--- config.mk ---
export PLATFORM = sky130hd
export DESIGN_NAME = alu_arbiter
export DESIGN_NICKNAME = d
export VERILOG_FILES = /design/src/rtl/alu_pkg.sv /design/src/rtl/alu_core.sv /design/src/rtl/alu_arbiter.sv
export SDC_FILE = /design/constraint.sdc
export NUM_CORES = 1
export LEC_CHECK = 0
export ABC_AREA = 1
export BUFFER_PORTS_ARGS = -buffer_cell sky130_fd_sc_hd__buf_4
export CORE_AREA = 3 3 72 74
export CTS_CLUSTER_DIAMETER = 120
export DETAILED_ROUTE_END_ITERATION = 8
export DIE_AREA = 0 0 75 77
export PLACE_DENSITY_LB_ADDON = 0.05
export SLEW_MARGIN = 5
export SYNTH_ARGS = -nofsm -noshare
export SYNTH_HDL_FRONTEND = slang
export SYNTH_SLANG_ARGS = --single-unit
--- constraint.sdc ---
create_clock -name clk -period 1.7 [get_ports clk]
set_clock_uncertainty 0.1 [all_clocks]
set_input_delay 0.34 -clock clk [delete_from_list [all_inputs] [get_ports clk]]
set_output_delay 0.34 -clock clk [all_outputs]
set_load 0.005 [all_outputs]
--- src/rtl/alu_pkg.sv ---
`default_nettype none
// alu_pkg: shared types for the two-requester ALU arbiter.
package alu_pkg;

  typedef enum logic [1:0] {
    OP_ADD = 2'b00,
    OP_SUB = 2'b01,
    OP_SHL = 2'b10,
    OP_AND = 2'b11
  } op_t;

  typedef enum logic [1:0] {
    IDLE = 2'b00,
    EXEC = 2'b01,
    RESP = 2'b10
  } state_t;

  localparam int NUM_REQ = 2;

endpackage
`default_nettype wire

--- src/rtl/alu_core.sv ---
`default_nettype none
// alu_core: combinational add/sub/shl/and datapath; sub reuses the adder.
module alu_core
  import alu_pkg::*;
#(
  parameter int DATA_W = 4
) (
  input  logic [DATA_W-1:0] a_i,
  input  logic [DATA_W-1:0] b_i,
  input  op_t               op_i,
  output logic [DATA_W-1:0] data_o,
  output logic              cout_o
);

  logic [DATA_W-1:0] b_mod_w;
  logic [DATA_W:0]   sum_w;
  logic [DATA_W-1:0] shl_w;
  logic [DATA_W-1:0] and_w;

  // op[0] selects subtract: invert b and inject the +1 as carry-in.
  assign b_mod_w = b_i ^ {DATA_W{op_i[0]}};
  assign sum_w   = {1'b0, a_i} + {1'b0, b_mod_w} + {{DATA_W{1'b0}}, op_i[0]};

  // Shift amount uses all of b; amounts >= DATA_W shift everything out.
  assign shl_w   = a_i << b_i;
  assign and_w   = a_i & b_i;

  assign data_o  = op_i[1] ? (op_i[0] ? and_w : shl_w) : sum_w[DATA_W-1:0];
  assign cout_o  = ~op_i[1] & sum_w[DATA_W];

endmodule
`default_nettype wire

--- src/rtl/alu_arbiter.sv ---
`default_nettype none
// alu_arbiter: round-robin share of one ALU between two requesters,
// IDLE -> EXEC -> RESP with a held response until the consumer accepts.
module alu_arbiter
  import alu_pkg::*;
#(
  parameter int DATA_W = 4
) (
  input  logic               clk,
  input  logic               rst,
  input  logic [NUM_REQ-1:0] req_valid,
  output logic [NUM_REQ-1:0] req_ready,
  input  logic [DATA_W-1:0]  req_a0,
  input  logic [DATA_W-1:0]  req_b0,
  input  logic [1:0]         req_op0,
  input  logic [DATA_W-1:0]  req_a1,
  input  logic [DATA_W-1:0]  req_b1,
  input  logic [1:0]         req_op1,
  output logic               resp_valid,
  input  logic               resp_ready,
  output logic               resp_id,
  output logic [DATA_W-1:0]  resp_data,
  output logic               resp_cout,
  output logic               resp_zero,
  output logic               busy
);

  state_t            state_q, state_d;
  logic              last_grant_q;
  logic              grant_w;
  logic              accept_w;
  logic [DATA_W-1:0] a_q, b_q;
  op_t               op_q;
  logic              id_q;
  logic [DATA_W-1:0] data_q;
  logic              cout_q, zero_q;
  logic [DATA_W-1:0] core_data_w;
  logic              core_cout_w;

  alu_core #(.DATA_W(DATA_W)) u_core (
    .a_i    (a_q),
    .b_i    (b_q),
    .op_i   (op_q),
    .data_o (core_data_w),
    .cout_o (core_cout_w)
  );

  always_comb begin
    state_d   = state_q;
    req_ready = '0;
    grant_w   = 1'b0;
    accept_w  = 1'b0;
    case (state_q)
      IDLE: begin
        if (|req_valid) begin
          // On a tie the requester that did not win last time goes next.
          grant_w            = (&req_valid) ? ~last_grant_q : req_valid[1];
          req_ready[grant_w] = 1'b1;
          accept_w           = 1'b1;
          state_d            = EXEC;
        end
      end
      EXEC:    state_d = RESP;
      RESP:    if (resp_ready) state_d = IDLE;
      default: state_d = IDLE;
    endcase
  end

  always_ff @(posedge clk or posedge rst) begin
    if (rst) begin
      state_q      <= IDLE;
      last_grant_q <= 1'b1;
      a_q          <= '0;
      b_q          <= '0;
      op_q         <= OP_ADD;
      id_q         <= 1'b0;
      data_q       <= '0;
      cout_q       <= 1'b0;
      zero_q       <= 1'b0;
    end else begin
      state_q <= state_d;
      if (accept_w) begin
        a_q  <= grant_w ? req_a1 : req_a0;
        b_q  <= grant_w ? req_b1 : req_b0;
        op_q <= grant_w ? op_t'(req_op1) : op_t'(req_op0);
        id_q <= grant_w;
      end
      if (state_q == EXEC) begin
        data_q <= core_data_w;
        cout_q <= core_cout_w;
        zero_q <= (core_data_w == '0);
      end
      if (state_q == RESP && resp_ready) begin
        last_grant_q <= id_q;
      end
    end
  end

  assign resp_valid = (state_q == RESP);
  assign busy       = (state_q != IDLE);
  assign resp_id    = id_q;
  assign resp_data  = data_q;
  assign resp_cout  = cout_q;
  assign resp_zero  = zero_q;

endmodule
`default_nettype wire

==> results.py <==
metrics = {
    "grt": {
        "grt_util_met2_pct": 20.6,
        "antenna_found_initial": 0,
        "use_met1_pct": 18.0,
        "grt_use_met3_pct": 2.88,
        "grt_pass1_wl_um": 5910,
        "grt_overflow_total": 0,
        "grt_max_degree": 22,
        "busiest_layer": "met2",
        "grt_use_total_pct": 13.1,
        "grt_pass1_vias": 1326,
    },
    "pwr": {
        "max-vdd-ir-drop_mv": 0.498,
        "p_total_w": 0.00386,
        "power.density_mw_per_mm2": 2100,
        "p_leak_nw": 0.963,
    },
    "synthesis": {
        "ys_dominant_reg_cell": "dfrtp_1",
        "synthesis.nets": 202,
        "synth_most_common_cell": "nand2_1",
        "synth_edf_count": 0,
        "yosys_warnings": 0,
        "ys_types": 23,
        "synthTopCellsByCount": "nand2_1, inv_1, dfrtp_1, nor2_1, o21ai_0",
        "yosys.area.top_type_share_pct": 37.3,
        "async_flop_share_pct": 100,
        "synthCells": 173,
        "syn_avg_cell_area_um2": 7.37,
        "yosysTopAreaCell": "dfrtp_1",
        "netlist_area_mm2": 0.00127,
        "seq_area_frac_synth_pct": 39.4,
        "ys_top_cells_by_area": "dfrtp_1, nand2_1, inv_1, o21ai_0, nor2_1",
        "yosys_register_bits": 20,
    },
    "sta": {
        "hold_viol_final": 1,
        "slew_headroom_pct": 82.3,
        "worst_slew_pin_slew_ns": 0.265,
        "fmax_mhz": 584,
        "timing.final.ws_setup_ns": -0.0127,
        "setup_viol": 2,
        "period_minus_slack_ns": 1.71,
        "rsz0062_at_grt": "true",
        "final-max-slew-violation-count": 0,
        "hold_ws_ns": -0.00110,
        "fin_tns_setup_ns": -0.0147,
        "min_period_over_period_pct": 101,
    },
    "setup_path": {
        "worstPathRequired_ns": 1.76,
        "worstPathCellList": "inv_4, nand2_2, and2_4, ha_4, nand2_2, inv_2, nand3_2, nand2_1, nand2_1, nand3_2, nand2_2, nand3_2, nand2_1",
        "slowest_stage": "dfrtp_2",
        "cp_max_fo": 4,
        "cp-end-kind": "flop",
        "critPathLaunchType": "flop",
        "crit_arrival_ns": 1.77,
        "max_stage_delay_ns": 0.46,
        "criticalPathCategory": "flop to flop",
    },
    "floorplanning": {
        "core_area_mm2": 0.00466,
        "die_h_um": 77,
        "rows": 25,
        "io-pin-count": 36,
        "die_width_um": 75,
        "start_util_pct": 27.4,
        "fp.dieArea_mm2": 0.00578,
    },
    "detailed_routing": {
        "initialDrtViolationCount": 24,
        "drtAntennaViolNets": 0,
        "viasPerCell": 4.42,
        "drc": 0,
        "wl_um": 3440,
        "wire_per_inst_um": 12.3,
        "vias": 1241,
        "firstDrtPassIters": 3,
    },
    "cts": {
        "cts_hold_buf": 0,
        "clock_latency_ns": 0.26,
        "clockBufferDepth": 2,
        "clock-sinks": 20,
        "cts_tree": "yes",
        "path_clk_slew_ns": 0.08,
        "cts_inserted_buffers": 3,
        "clockRootBuffer": "clkbuf_8",
        "cts_max_level": 1,
    },
    "placed_design": {
        "routabilityCongestion": 0.839,
        "dp.cells": 270,
        "io_buffers": 35,
        "dp_slack_ns": -0.0593,
        "dp_hpwl_um": 2740,
    },
    "cells_and_area": {
        "num_antenna_cells": 0,
        "fin_util_pct": 39.3,
        "final_nets": 257,
        "finalNonFillerCells": 281,
        "layout-drive-gt1-share_pct": 38.8,
        "syn2layout_area_growth_pct": 43.8,
    },
    "min_path": {
        "hold_path_class": "input pin to asynchronous set/reset pin",
    },
    "run_status": {
        "violations": "hold timing, setup timing",
        "status": "complete, but fails checks",
    },
    "run": {
        "maxCapViolations": 0,
    },
}
## worst max-delay path, delay by kind of cell, from the launching register on
family,cells,cell delay (ns)
simple gates,10,0.67
flops,1,0.46
fa+ha+maj,1,0.27
buf+inv,2,0.12
## through the flow
stage | instance area [um2] | hold WS, ns
finish | 1830 | -0.00110
detailed placement | 1680 | 0.299
global placement | 1680 | 0.292
CTS | 1780 | 0.00513
global route | 1830 | 0.0537
floorplan | 1300 | 0.203
## cell usage in the layout, fill, tap and decap left out, types with 2 or more instances in the layout
master	n
dfrtp_1	18
o21ai_1	5
xor2_1	2
clkbuf_8	4
buf_4	56
nor2_1	17
inv_2	4
nand2_2	6
nand3_1	8
a21oi_1	4
nand2_1	36
inv_1	22
a21oi_2	2
ha_1	2
nand3_2	3
o22ai_1	10
o21ai_0	14
nor2_2	3
## final timing paths
check / from / to / slack, ns / depth (start not counted)
setup / recovery: op_q[0] / resp_zero / -0.01 / 13
max in group asynchronous: rst / last_grant_q / 1.23 / 3
hold reg to reg: last_grant_q / last_grant_q / 0.39 / 2
min in group clk: resp_ready / state_q[1] / 0.21 / 4
hold / removal: rst / state_q[1] / -0.001 / 3
setup reg to reg: op_q[0] / resp_zero / -0.01 / 13
## timing repair
action                     4_1_cts  5_1_grt
gates resized for setup          2       13
setup endpoints to repair        4        7
setup buffers                    5        2
pin swaps                        6        9
## area by class of cell
type / count / area (um2)
Multi-Input combinational cell: 119 / 672
Timing Repair Buffer: 57 / 432
Sequential cell: 20 / 503
Inverter: 27 / 104
Tap cell: 54 / 67.6
Clock buffer: 4 / 55.1
Fill cell: 503 / 2830
## kinds of logic (layout without fill, tap and decap cells)
logic type,count (synthesis),after routing,synth area share (%)
AO/OA/AOI/OAI,37,37,16.7
buffers and inverters,34,88,12.5
flip-flops,20,20,39.4
adder cells (fa/ha/maj),4,4,4.51
AND/OR/NAND/NOR,75,75,24.9
XOR/XNOR,3,3,2.06
## power by group
group / switching [W] / internal (W)
clock network: 0.000162 / 0.000206
registers: 0.000196 / 0.000714
logic: 0.00136 / 0.00122
## sequential cells by signal, summed over array words and instances, names as in the netlist
register	flops
resp_zero	1
resp_data	4
b_q	4
state_q	2
a_q	4
resp_id	1
resp_cout	1
last_grant_q	1
op_q	2
## layer usage
| metal | part of all wire [%] | vias to the layer above |
|---|---|---|
| li1 | - | 659 |
| met1 | 47 | 557 |
| met2 | 48 | 21 |
| met3 | 3.4 | 4 |
| met4 | 0.84 | 0 |
| met5 | 0 | - |
(Power assumes the default switching activity.)
